[src/rtl/i2s_tx.sv]
// Stereo I2S (Philips) transmitter: 16-bit slots, 32 BCLK per frame, one-entry pending buffer.
// All outputs are registered; serial outputs change only on the BCLK falling event.
module i2s_tx #(
    parameter int unsigned CLK_DIV = 4
) (
    input  logic        clk,
    input  logic        rst_n,
    input  logic [15:0] sample_l_i,
    input  logic [15:0] sample_r_i,
    input  logic        sample_valid_i,
    output logic        sample_ready_o,
    output logic        frame_start_o,
    output logic        underrun_o,
    output logic        bclk_o,
    output logic        lrclk_o,
    output logic        sdata_o
);

    localparam int unsigned     DivW   = (CLK_DIV > 1) ? $clog2(CLK_DIV) : 1;
    localparam logic [DivW-1:0] DivMax = DivW'(CLK_DIV - 1);

    logic [DivW-1:0] div_cnt_q, div_cnt_d;
    logic            bclk_q;
    logic [4:0]      bit_cnt_q, bit_cnt_d;
    logic [31:0]     shift_q;
    logic            lrclk_q, sdata_q;
    logic            frame_start_q, underrun_q;
    logic [31:0]     pend_q, last_q;
    logic            pend_full_q;

    logic            div_wrap;
    logic            fall_evt;
    logic            load_evt;
    logic            accept;
    logic [31:0]     frame_pair;

    always_comb begin
        div_wrap   = (div_cnt_q == DivMax);
        div_cnt_d  = div_wrap ? '0 : div_cnt_q + DivW'(1);
        fall_evt   = div_wrap && bclk_q;
        bit_cnt_d  = bit_cnt_q + 5'd1;
        load_evt   = fall_evt && (bit_cnt_d == 5'd0);
        // An accept on the load clock is not visible to the load: it sees the buffer empty.
        accept     = sample_valid_i && !pend_full_q;
        frame_pair = pend_full_q ? pend_q : last_q;
    end

    // Bit clock divider
    always_ff @(posedge clk or negedge rst_n) begin
        if (!rst_n) begin
            div_cnt_q <= '0;
            bclk_q    <= 1'b0;
        end else begin
            div_cnt_q <= div_cnt_d;
            if (div_wrap) begin
                bclk_q <= ~bclk_q;
            end
        end
    end

    // Serialiser and frame bookkeeping
    always_ff @(posedge clk or negedge rst_n) begin
        if (!rst_n) begin
            bit_cnt_q     <= 5'd31;
            shift_q       <= '0;
            lrclk_q       <= 1'b0;
            sdata_q       <= 1'b0;
            frame_start_q <= 1'b0;
            underrun_q    <= 1'b0;
            last_q        <= '0;
        end else begin
            frame_start_q <= load_evt;
            underrun_q    <= load_evt && !pend_full_q;
            if (fall_evt) begin
                bit_cnt_q <= bit_cnt_d;
                // Word select leads the MSB of each slot by one bit.
                lrclk_q   <= (bit_cnt_d >= 5'd15) && (bit_cnt_d <= 5'd30);
                if (load_evt) begin
                    shift_q <= frame_pair;
                    sdata_q <= frame_pair[31];
                end else begin
                    shift_q <= {shift_q[30:0], 1'b0};
                    sdata_q <= shift_q[30];
                end
            end
            if (load_evt && pend_full_q) begin
                last_q <= pend_q;
            end
        end
    end

    // One-entry pending buffer
    always_ff @(posedge clk or negedge rst_n) begin
        if (!rst_n) begin
            pend_q      <= '0;
            pend_full_q <= 1'b0;
        end else begin
            if (accept) begin
                pend_q      <= {sample_l_i, sample_r_i};
                pend_full_q <= 1'b1;
            end else if (load_evt && pend_full_q) begin
                pend_full_q <= 1'b0;
            end
        end
    end

    assign sample_ready_o = !pend_full_q;
    assign frame_start_o  = frame_start_q;
    assign underrun_o     = underrun_q;
    assign bclk_o         = bclk_q;
    assign lrclk_o        = lrclk_q;
    assign sdata_o        = sdata_q;

endmodule
[config.mk]
export PLATFORM = sky130hd
export DESIGN_NAME = i2s_tx
export DESIGN_NICKNAME = d
export VERILOG_FILES = /design/src/rtl/i2s_tx.sv
export SDC_FILE = /design/constraint.sdc
export NUM_CORES = 1
export LEC_CHECK = 0
export ABC_CLOCK_PERIOD_IN_PS = 6800
export CAP_MARGIN = 20
export CORE_MARGIN = 3
export CORE_UTILIZATION = 62
export DETAILED_ROUTE_END_ITERATION = 7
export PLACE_DENSITY = 0.84
export SLEW_MARGIN = 20
export SYNTH_ARGS = -nofsm -noshare
export SYNTH_HDL_FRONTEND = slang
export SYNTH_SLANG_ARGS = --single-unit
[constraint.sdc]
create_clock -name clk -period 6.8 [get_ports clk]
set_clock_uncertainty 0.05 [all_clocks]
set_input_delay 1.36 -clock clk [delete_from_list [all_inputs] [get_ports clk]]
set_output_delay 1.36 -clock clk [all_outputs]
set_load 0.1 [all_outputs]
# --- Yosys cells after proc, flatten, opt, wreduce, memory -nomap -nowiden ---
# Cells that the tools add are included.
word_totals:
  ff_bits: 108
  input_bits: 35
  output_inout_bits: 6
classes:
  addsub: 2
  n_lt_le_gt_ge: 2
  eq_ne: 1
  mux: 6
  n_bitwise: 1
  n_reduce_logical: 9
op_table:
  columns: ["operator", "count"]
  rows:
  - ["32-bit two-way mux", 1]
  - ["31-bit two-way mux", 1]
  - ["1-bit logical AND", 6]
  - ["5-bit by 1-bit adder with 5-bit output, second input constant", 1]
  - ["5-bit by 4-bit >= comparator with 1-bit output, second input constant", 1]
  - ["5-bit <= comparator, second input constant", 1]
  - ["5-bit zero test", 1]
  - ["1-bit two-way mux", 3]
  - ["2-bit by 1-bit adder with 2-bit output, second input constant", 1]
  - ["2-bit == test, second input constant", 1]
  - ["2-bit two-way mux", 1]
  - ["2-bit nonzero test", 1]
  - ["1-bit zero test", 1]
  - ["1-bit NOT", 1]

# --- Logic depth before layout (Yosys ltp) ---
# Gate-level depths: netlist (run 1).
logic_depth:
  depth_word: 6
  mapped_depth: 7
  ltp_nobuf: 6

# --- Worst setup path after synthesis (run 1) ---
# No wires, ideal clock.
synth_timing:
  path_type: "reg2out"
  start: "register pend_full_q"
  end: "output sample_ready_o"
  arrival_ns: 1.188
  required_time_ns: 5.390
  path_slack_ns: 4.202
  stages_incl_launch_ff: 3
  cell_sequence: "dfrtp_1 -> clkbuf_1 -> inv_1"
synth_between:
  elab_chain_cells: 1
synth_lines:
  columns: ["item", "line", "rtl"]
  rows:
  - ["start: declaration", "29", "logic pend_full_q;"]
  - ["start signal: assignment", "96", "pend_full_q <= 1'b0;"]
  - ["start signal: assignment", "100", "pend_full_q <= 1'b1;"]
  - ["start signal: assignment", "102", "pend_full_q <= 1'b0;"]
  - ["1-bit zero test", "107", "assign sample_ready_o = !pend_full_q;"]
  - ["end: declaration", "11", "output logic sample_ready_o,"]
# No other way between the ends.

# --- Worst setup path in the final report (run 1) ---
# Same ends and word-level chain as after synthesis.

==> reports/metrics.json, run 1 <==
{
  "drtIter0Drc": {"value": 134},
  "area_growth": {"value": 12.1, "unit": "%"},
  "ys_top_cells_by_area": {"value": "dfrtp_1, mux2_2, mux2_4"},
  "dp_hpwl": {"value": 5820, "unit": "um"},
  "worst-setup-path-type": {"value": "register to output pin"},
  "ys_seq_area_frac": {"value": 0.529},
  "antennaDiodeCount": {"value": 0},
  "cts.repair.resized": {"value": 0},
  "post-cts-setup-buffers": {"value": 0},
  "clk-insertion-delay-late": {"value": 380, "unit": "ps"},
  "cp.arrival": {"value": 2020, "unit": "ps"},
  "synthesized_area": {"value": 5120, "unit": "um^2"},
  "fmaxAchievable": {"value": 292, "unit": "MHz"},
  "hold_buffers_post_cts": {"value": 0},
  "hold_class": {"value": "register to register"},
  "post_synth.cell_area_avg": {"value": 12.2, "unit": "um^2"},
  "final.period_utilization": {"value": 0.504},
  "synth_compound_area_frac": {"value": 0.129},
  "result_of_the_run": {"value": "finished, final reports clean"},
  "cts.sink_count": {"value": 108},
  "synth-simple-area-share": {"value": 0.0533},
  "crit_family": {"value": "buffers and inverters"},
  "final.setup.tns": {"value": 0, "unit": "ps"},
  "post-place-ws": {"value": 3320, "unit": "ps"},
  "setup_viol": {"value": 0},
  "overflow": {"value": 0},
  "core_area": {"value": 7890, "unit": "um^2"},
  "worst_slew_pin_slew": {"value": 1160, "unit": "ps"},
  "timing.slew.headroom": {"value": 0.226},
  "final_net_count": {"value": 484},
  "antenna_left": {"value": 0},
  "finalWeightedCongestion": {"value": 0.805},
  "detailedRoute.firstPassIterationCount": {"value": 4},
  "grt_setup_unrepaired": {"value": "false"},
  "die-width": {"value": 96.9, "unit": "um"},
  "die-area": {"value": 9380, "unit": "um^2"},
  "cts_made_buffers": {"value": 9},
  "category_of_the_worst_setup_path_launch_point": {"value": "register"},
  "critPathCaptureType": {"value": "output pin"},
  "critical_path.cell_chain": {"value": "inv_1 > clkdlybuf4s50_1"},
  "synth_top_family_by_area": {"value": "multiplexers"},
  "syn-instance-count": {"value": 420},
  "route.detailed.wl_per_inst": {"value": 18.0, "unit": "um"},
  "synth.mux.area_fraction": {"value": 0.232},
  "die-height": {"value": 96.9, "unit": "um"},
  "timing.critical_path.buf_inv": {"value": 2},
  "cts.clk_slew.worst_paths": {"value": 90, "unit": "ps"},
  "ys_types": {"value": 37},
  "cts_tree": {"value": "yes"},
  "yosysTopAreaCellShare": {"value": 0.504},
  "cp_slowest_stage_delay": {"value": 1140, "unit": "ps"},
  "antenna_found_initial": {"value": 0},
  "synthAdderAreaFrac": {"value": 0.0122},
  "worst_setup_slack_for_register_to_register_paths": {"value": 3780, "unit": "ps"},
  "synth_largest_area_cell": {"value": "dfrtp_1"},
  "final_critical_path_setup_slack": {"value": 3370, "unit": "ps"},
  "post-route-drc-count": {"value": 0},
  "vias_per_cell": {"value": 6.06},
  "synth-xor-area-share": {"value": 0.00856},
  "floorplan.rows": {"value": 32},
  "cp_max_fo": {"value": 2},
  "via_count": {"value": 3338},
  "drive_gt1_frac": {"value": 0.287},
  "clock_tree_root_driver_cell": {"value": "clkbuf_8"},
  "ys_seq_elements": {"value": 108},
  "grt_first_pass_wirelength": {"value": 17100, "unit": "um"},
  "yosys_warnings": {"value": 0},
  "timing_hold_violations_final": {"value": 0},
  "drt_wl_total": {"value": 9930, "unit": "um"},
  "h-tree-depth": {"value": 3},
  "p_leak": {"value": 2.43, "unit": "nW"},
  "timing.critical_path.slowest_stage_cell": {"value": "clkdlybuf4s50_1"},
  "critical_path_required": {"value": 5390, "unit": "ps"},
  "floorplan.initialDensity": {"value": 0.649},
  "pin_count_of_the_biggest_net_entering_global_routing": {"value": 74},
  "numPortBuffers": {"value": 40},
  "syn-num-nets": {"value": 460},
  "cell_area_power_density": {"value": 194, "unit": "nW/um^2"},
  "power.ir.vdd_worst": {"value": 0.000122, "unit": "V"},
  "clock_path_buffers": {"value": 2},
  "globalRouteTotalUtil": {"value": 0.222},
  "top_level_ports": {"value": 41},
  "max_cap_violations": {"value": 0},
  "final_max_slew_viol_count": {"value": 0},
  "grt_pass1_vias": {"value": 3399},
  "final.min_clock_period": {"value": 3430, "unit": "ps"}
}
-- area by class of cell --
type,count,area [um^2]
tap,102,128
sequential,108,2710
inverter,4,15.0
fill,538,2150
multi-input combinational,273,2250
timing repair buffer,48,465
clock buffer,11,131
clock inverter,5,37.5
-- cells in the final DEF (no fill, tap or decap), types with 2 or more instances in the layout --
cell             Yosys  final
nand2_1             39     39
dfstp_2              5      5
a21oi_1             33     33
nand3_1              3      3
clkbuf_8             0      9
clkinvlp_4           0      2
buf_4                0      8
xnor2_1              4      4
nor3_1               2      2
a211oi_1             2      2
ha_1                 5      5
mux2_2              66     66
mux2_4              29     29
inv_1                4      4
o21ai_0             33     33
nor2_1               5      5
clkdlybuf4s50_1      0     39
o31ai_1             33     32
and2_1               2      2
clkbuf_1            26      2
dfrtp_1            103    103
-- metal layers --
layer	global-route usage	wire, um	vias to the layer above
met2	0.354	4710	86
li1	-	-	1555
met3	0.0454	464	15
met1	0.308	4620	1682
met4	0.0724	143	0
met5	0	0	-
-- final timing paths --
check | from | to | depth (start not counted)
max | pend_full_q | sample_ready_o | 2
max in group asynchronous | rst_n | last_q[1] | 2
min reg2reg | div_cnt_q[0] | div_cnt_q[0] | 1
max reg2reg | bit_cnt_q[0] | last_q[9] | 6
min in group asynchronous | rst_n | lrclk_o | 1
min | div_cnt_q[0] | div_cnt_q[0] | 1
-- synthesized netlist by cell type (all sizes together) --
cell type and number:
o311ai 1, o31ai 33, and2 2, nor2 5, clkbuf 26, mux2i 1, nand3b 1, mux2 95
nor4 1, o21a 1, or3 1, a211oi 2, and4 1, buf 9, o21ai 34, nand2 39
nor3 2, ha 5, dfstp 5, o31a 1, a21boi 1, a31oi 1, inv 4, nor2b 1
o211ai 1, xor2 1, o41ai 1, nand4 1, nand3 3, and3b 1, dfrtp 103, a21oi 33
xnor2 4
-- state kept, by name, summed over array words and instances, names as in the netlist --
signal,count
bclk_o,1
bit_cnt_q,5
div_cnt_q,2
frame_start_o,1
last_q,32
lrclk_o,1
pend_full_q,1
pend_q,32
sdata_o,1
shift_q,31
underrun_o,1
-- power breakdown --
part | switching, mW | total, mW | internal [mW]
clock | 0.220 | 0.356 | 0.135
combinational | 0.0268 | 0.0755 | 0.0487
sequential | 0.0177 | 0.682 | 0.664
-- metrics by stage --
step | instances | instance area (um^2) | util | hold WS, ps | total power [mW]
2_1_floorplan | 420 | 5120 | - | 353 | 0.727
3_3_place_gp | 534 | 5550 | 0.704 | 363 | 0.766
3_5_place_dp | 535 | 5570 | 0.706 | 375 | 0.771
4_1_cts | 551 | 5740 | 0.727 | 387 | 1.12
5_1_grt | 551 | 5740 | 0.727 | 407 | 1.16
6_report | 551 | 5740 | 0.727 | 382 | 1.11
-- kinds of logic (layout without fill, tap and decap cells) --
kind of cell,Yosys count,after routing
mux,96,96
simple gates,58,58
fa+ha+maj,5,5
xor+xnor,5,5
flops,108,108
buf+inv,39,68
compound gates,109,109
Power figures use the tool's default switching activity.
==> inputs of run 2 (changes only) <==
ABC_CLOCK_PERIOD_IN_PS = 3140   (was 6800)
CORE_UTILIZATION = 52   (was 62)
PLACE_DENSITY = 0.75   (was 0.84)
clock period = 3.14 ns   (was 6.8 ns; I/O delays follow)
==> reports/metrics.json, run 2 (synthesis gave the netlist of run 1 again) <==
{
  "cp.arrival": {"value": 3000, "unit": "ps", "change": "was 2020 ps"},
  "h-tree-depth": {"value": 3, "change": "unchanged"},
  "die-width": {"value": 105, "unit": "um", "change": "was 96.9 um"},
  "dp_hpwl": {"value": 6050, "unit": "um", "change": "was 5820 um"},
  "antenna_left": {"value": 0, "change": "unchanged"},
  "via_count": {"value": 3302, "change": "was 3338"},
  "final.setup.tns": {"value": 0, "unit": "ps", "change": "unchanged"},
  "critical_path_required": {"value": 3340, "unit": "ps", "change": "was 5390 ps"},
  "layout_common_cells": {"value": "dfrtp_1, mux2_2, nand2_1", "change": "was dfrtp_1, mux2_2, nand2_1, clkdlybuf4s50_1"},
  "largest_regs": {"value": "last_q (32), pend_q (32), shift_q (31)", "change": "unchanged"},
  "vias_per_cell": {"value": 5.68, "change": "was 6.06"},
  "grt_pass1_vias": {"value": 3328, "change": "was 3399"},
  "pin_count_of_the_biggest_net_entering_global_routing": {"value": 59, "change": "was 74"},
  "filler_cells": {"value": 741, "change": "was 538"},
  "numPortBuffers": {"value": 40, "change": "unchanged"},
  "power.ir.vdd_worst": {"value": 0.000280, "unit": "V", "change": "was 0.000122 V"},
  "critical_path.cell_chain": {"value": "ha_1 > nand2_1 > o31a_4 > nor4_4 > buf_4 > mux2_2", "change": "was inv_1 > clkdlybuf4s50_1"},
  "floorplan.rows": {"value": 35, "change": "was 32"},
  "die-height": {"value": 105, "unit": "um", "change": "was 96.9 um"},
  "core_area": {"value": 9420, "unit": "um^2", "change": "was 7890 um^2"},
  "floorplan.initialDensity": {"value": 0.544, "change": "was 0.649"},
  "drt_wl_total": {"value": 9350, "unit": "um", "change": "was 9930 um"},
  "grt_setup_unrepaired": {"value": "false", "change": "unchanged"},
  "cts_made_buffers": {"value": 9, "change": "unchanged"},
  "antenna_found_initial": {"value": 0, "change": "unchanged"},
  "r2r_start": {"value": "bit_cnt_q[0]", "change": "unchanged"},
  "drtIter0Drc": {"value": 174, "change": "was 134"},
  "clk-insertion-delay-late": {"value": 370, "unit": "ps", "change": "was 380 ps"},
  "fmaxAchievable": {"value": 358, "unit": "MHz"},
  "antennaDiodeCount": {"value": 0, "change": "unchanged"},
  "finalWeightedCongestion": {"value": 0.756, "change": "was 0.805"},
  "final.period_utilization": {"value": 0.890},
  "cp_slowest_stage_delay": {"value": 620, "unit": "ps", "change": "was 1140 ps"},
  "critPathCaptureType": {"value": "register", "change": "was output pin"},
  "placed_cell_area": {"value": 5610, "unit": "um^2", "change": "was 5570 um^2"},
  "worst_slew_pin_slew": {"value": 648, "unit": "ps", "change": "was 1160 ps"},
  "drive_gt1_frac": {"value": 0.305, "change": "was 0.287"},
  "cell_area_power_density": {"value": 427, "unit": "nW/um^2", "change": "was 194 nW/um^2"},
  "timing.critical_path.slowest_stage_cell": {"value": "dfstp_2", "change": "was clkdlybuf4s50_1"},
  "hold_class": {"value": "input pin to asynchronous set/reset pin", "change": "was register to register"},
  "cts.clk_slew.worst_paths": {"value": 90, "unit": "ps", "change": "about the same"},
  "route.detailed.wl_per_inst": {"value": 16.1, "unit": "um", "change": "was 18.0 um"},
  "post-cts-setup-buffers": {"value": 0, "change": "unchanged"},
  "fin_area": {"value": 5810, "unit": "um^2", "change": "was 5740 um^2"},
  "grt_first_pass_wirelength": {"value": 16000, "unit": "um", "change": "was 17100 um"},
  "max_cap_violations": {"value": 0, "change": "unchanged"},
  "area_growth": {"value": 13.5, "unit": "%", "change": "was 12.1%"},
  "worst-setup-path-type": {"value": "register to register", "change": "was register to output pin"},
  "reg2reg_to": {"value": "last_q[9]", "change": "unchanged"},
  "cts_tree": {"value": "yes", "change": "unchanged"},
  "category_of_the_worst_setup_path_launch_point": {"value": "register", "change": "unchanged"},
  "post-route-drc-count": {"value": 0, "change": "unchanged"},
  "timing_hold_violations_final": {"value": 0, "change": "unchanged"},
  "final_max_slew_viol_count": {"value": 0, "change": "unchanged"},
  "cts.sink_count": {"value": 108, "change": "unchanged"},
  "layout_commonest_cell": {"value": "dfrtp_1", "change": "unchanged"},
  "timing.reg2reg.worst_path_depth": {"value": 6, "change": "unchanged"},
  "result_of_the_run": {"value": "finished, final reports clean", "change": "unchanged"},
  "globalRouteTotalUtil": {"value": 0.176, "change": "was 0.222"},
  "detailedRoute.firstPassIterationCount": {"value": 4, "change": "unchanged"},
  "final.min_clock_period": {"value": 2800, "unit": "ps"},
  "overflow": {"value": 0, "change": "unchanged"},
  "cts.repair.resized": {"value": 0, "change": "unchanged"},
  "clock_path_buffers": {"value": 2, "change": "unchanged"},
  "clock_tree_root_driver_cell": {"value": "clkbuf_8", "change": "unchanged"},
  "timing.slew.headroom": {"value": 0.568, "change": "was 0.226"},
  "setup_viol": {"value": 0, "change": "unchanged"},
  "p_leak": {"value": 2.48, "unit": "nW", "change": "was 2.43 nW"},
  "die-area": {"value": 11100, "unit": "um^2", "change": "was 9380 um^2"},
  "top_level_ports": {"value": 41, "change": "unchanged"},
  "worst_setup_slack_for_register_to_register_paths": {"value": 340, "unit": "ps", "change": "was 3780 ps"},
  "cp_max_fo": {"value": 32, "change": "was 2"},
  "final_net_count": {"value": 487, "change": "was 484"},
  "hold_buffers_post_cts": {"value": 0, "change": "unchanged"}
}
==> run 2: worst max path at each step <==
stage                     slack, ps  depth (start not counted)         end         start
after floorplan                 770                          4  last_q[11]        bclk_o
after global placement          470                          6  last_q[10]  bit_cnt_q[1]
after detailed placement        380                          6   last_q[9]  bit_cnt_q[0]
after CTS                       360                          6   last_q[9]  bit_cnt_q[0]
after global routing            220                          6   last_q[8]  bit_cnt_q[0]
final                           340                          6   last_q[9]  bit_cnt_q[0]
==> run 2: final cells by class <==
cell class / count / area, um^2 / share of cell area
Inverter: 4 / 15.0 / 0.00259
Tap cell: 129 / 161 / 0.0278
Multi-Input combinational cell: 273 / 2250 / 0.387
Sequential cell: 108 / 2710 / 0.466
Clock buffer: 12 / 145 / 0.0250
Timing Repair Buffer: 51 / 478 / 0.0823
Clock inverter: 4 / 48.8 / 0.00840
==> run 2: layer usage <==
metal  global-route usage  wire length (um)
met4               0.0422               116
met2                0.282              4570
met1                0.236              4190
met5                    0                 0
met3               0.0544               478
==> run 2: critical path: cells and delay by family (launching register included) <==
| kind | cells | cell delay, ps |
|---|---|---|
| buf+inv | 1 | 360 |
| mux | 1 | 380 |
| simple gates | 2 | 450 |
| fa+ha+maj | 1 | 340 |
| flops | 1 | 620 |
| compound gates | 1 | 460 |
==> run 2: where the power goes <==
part           total [mW]  internal [mW]  switching, mW
Combinational       0.167          0.107         0.0598
Sequential           1.48           1.44         0.0386
Clock               0.834          0.390          0.444
Total                2.48           1.94          0.542
==> run 2: through the flow <==
| step | instances | hold slack (ps) | power, mW | worst slack (ps) | utilization |
|---|---|---|---|---|---|
| floorplan | 420 | 282 | 1.57 | 765 | - |
| global placement | 565 | 364 | 1.67 | 469 | 0.596 |
| detailed placement | 565 | 373 | 1.68 | 384 | 0.596 |
| CTS | 581 | 239 | 2.51 | 357 | 0.617 |
| global route | 581 | 255 | 2.59 | 219 | 0.617 |
| finish | 581 | 221 | 2.48 | 345 | 0.617 |
==> patch: new RTL, flow settings as in run 1 <==
The parameter `CLK_DIV` goes from 4 to 8.
--- a/src/rtl/i2s_tx.sv
+++ b/src/rtl/i2s_tx.sv
@@ -2,5 +2,5 @@
 // All outputs are registered; serial outputs change only on the BCLK falling event.
 module i2s_tx #(
-    parameter int unsigned CLK_DIV = 4
+    parameter int unsigned CLK_DIV = 8
 ) (
     input  logic        clk,
Behaviour: not the same (Yosys sat finds a counterexample within 10 cycles, from zero or initial values and one cycle with rst_n low).
==> patch against run 1 <==
Fmax is 11% lower. Routed wire length is 5.4% lower. Sequential cell count is 1 higher. Setup slack worse by 0.41 ns. Final area is 3.1% lower. Critical path depth stayed put. Largest power group unchanged. Synthesized area is 3.1% lower. Total power is 0.77% higher. Hold slack better by 0.034 ns.
==> patch: results (changes against run 1) <==
metric,value,unit,change
outcome,"complete, no violations",,
fill_cells,498,,-7.4%
synth-xor-area-share,1.06,%,+0.20 points
pg_clk,0.375,mW,+5%
swShare,23.5,%,-0.34 points
cts_buffers,9,,unchanged
synthTopCellsByArea,"dfrtp_1, mux2_2, a2111oi_0",,
synth_nets,459,,-0.22%
grt_max_degree,67,,-9.5%
p_leak,2.36,nW,-2.6%
grt_pass1_wl,15900,um,-7.0%
max_stage_delay,1.26,ns,+0.12 ns
synthCells,418,,-0.48%
drive_gt1_share,21.6,%,-7.1 points
grt_pass1_vias,3258,,-4.1%
post_dp_cell_area,0.00536,sq mm,-3.8%
wl,9390,um,-5.4%
grt_usage,22.5,%,+0.21 points
dp_cells,527,,-1.5%
firstDrtPassIters,4,,unchanged
crit_arrival,2.43,ns,+0.41 ns
clockBufferDepth,2,,unchanged
synth_compound_gate_area_share,14.4,%,+1.4 points
vdd_ir_drop_max,0.148,mV,+22%
synth_commonest_cells,"dfrtp_1, mux2_2, nand2_1",,
synth_mux_area_share,14.7,%,-8.5 points
post-place-ws,3.35,ns,+0.0330 ns
gp_congestion,0.781,,-2.9%
wl_per_cell,17.3,um,-4.1%
hpwlAfterDp,5750,um,-1.2%
drt_iter0_drc,170,,+27%
seq_area_frac_synth,55.1,%,+2.2 points
via_per_inst,6.10,,+0.65%
relSlewSlack,29.8,%,+7.2 points
synth-adder-area-share,1.51,%,+0.29 points
fin_nets,480,,-0.83%
patch: changes by cell type in the layout (fill, tap and decap cells not counted), sizes merged, moves of 2 or more:
cell / before / now
and2: 2 / 17
a2111oi: 0 / 31
nor2b: 1 / 20
o21ai: 34 / 5
o31ai: 33 / 31
a211oi: 2 / 0
nor2: 5 / 9
mux2: 95 / 64
buf: 9 / 6
patch: cell families after synthesis:
logic type / count (synthesis)
DFF: 109
AOI/OAI and AO/OA: 101
and+or+nand+nor: 92
muxes: 65
buffers and inverters: 39
xor gates and xnor gates: 6
adders and majority gates: 6
patch: area by class of cell:
class | instances | area, sq um | area share [%]
Multi-Input combinational cell | 270 | 2050 | 37.0
Tap cell | 99 | 124 | 2.23
Sequential cell | 109 | 2730 | 49.2
Clock buffer | 10 | 138 | 2.48
Inverter | 4 | 15.0 | 0.270
Clock inverter | 6 | 56.3 | 1.01
Timing Repair Buffer | 45 | 435 | 7.84
patch: worst max-delay path: cells and delay by family, from the launching register on:
kind,cells,cell delay [ns]
buffers and inverters,2,1.68
DFF,1,0.39
patch: routing by layer:
metal / GRT usage (%) / up-vias / wire (um)
li1: - / 1550 / -
met1: 31.5 / 1685 / 4210
met2: 35.3 / 68 / 4670
met3: 5.52 / 8 / 426
met4: 5.92 / 0 / 79
met5: 0 / - / 0
patch: worst paths after layout:
check	start	slack (ns)	end	depth (start not counted)
max reg2reg	bit_cnt_q[0]	3.86	last_q[15]	7
min in group asynchronous	rst_n	0.99	pend_q[1]	1
min reg2reg	div_cnt_q[0]	0.42	div_cnt_q[0]	1
max	pend_full_q	2.96	sample_ready_o	2
max in group asynchronous	rst_n	4.60	shift_q[17]	2
min	div_cnt_q[0]	0.42	div_cnt_q[0]	1
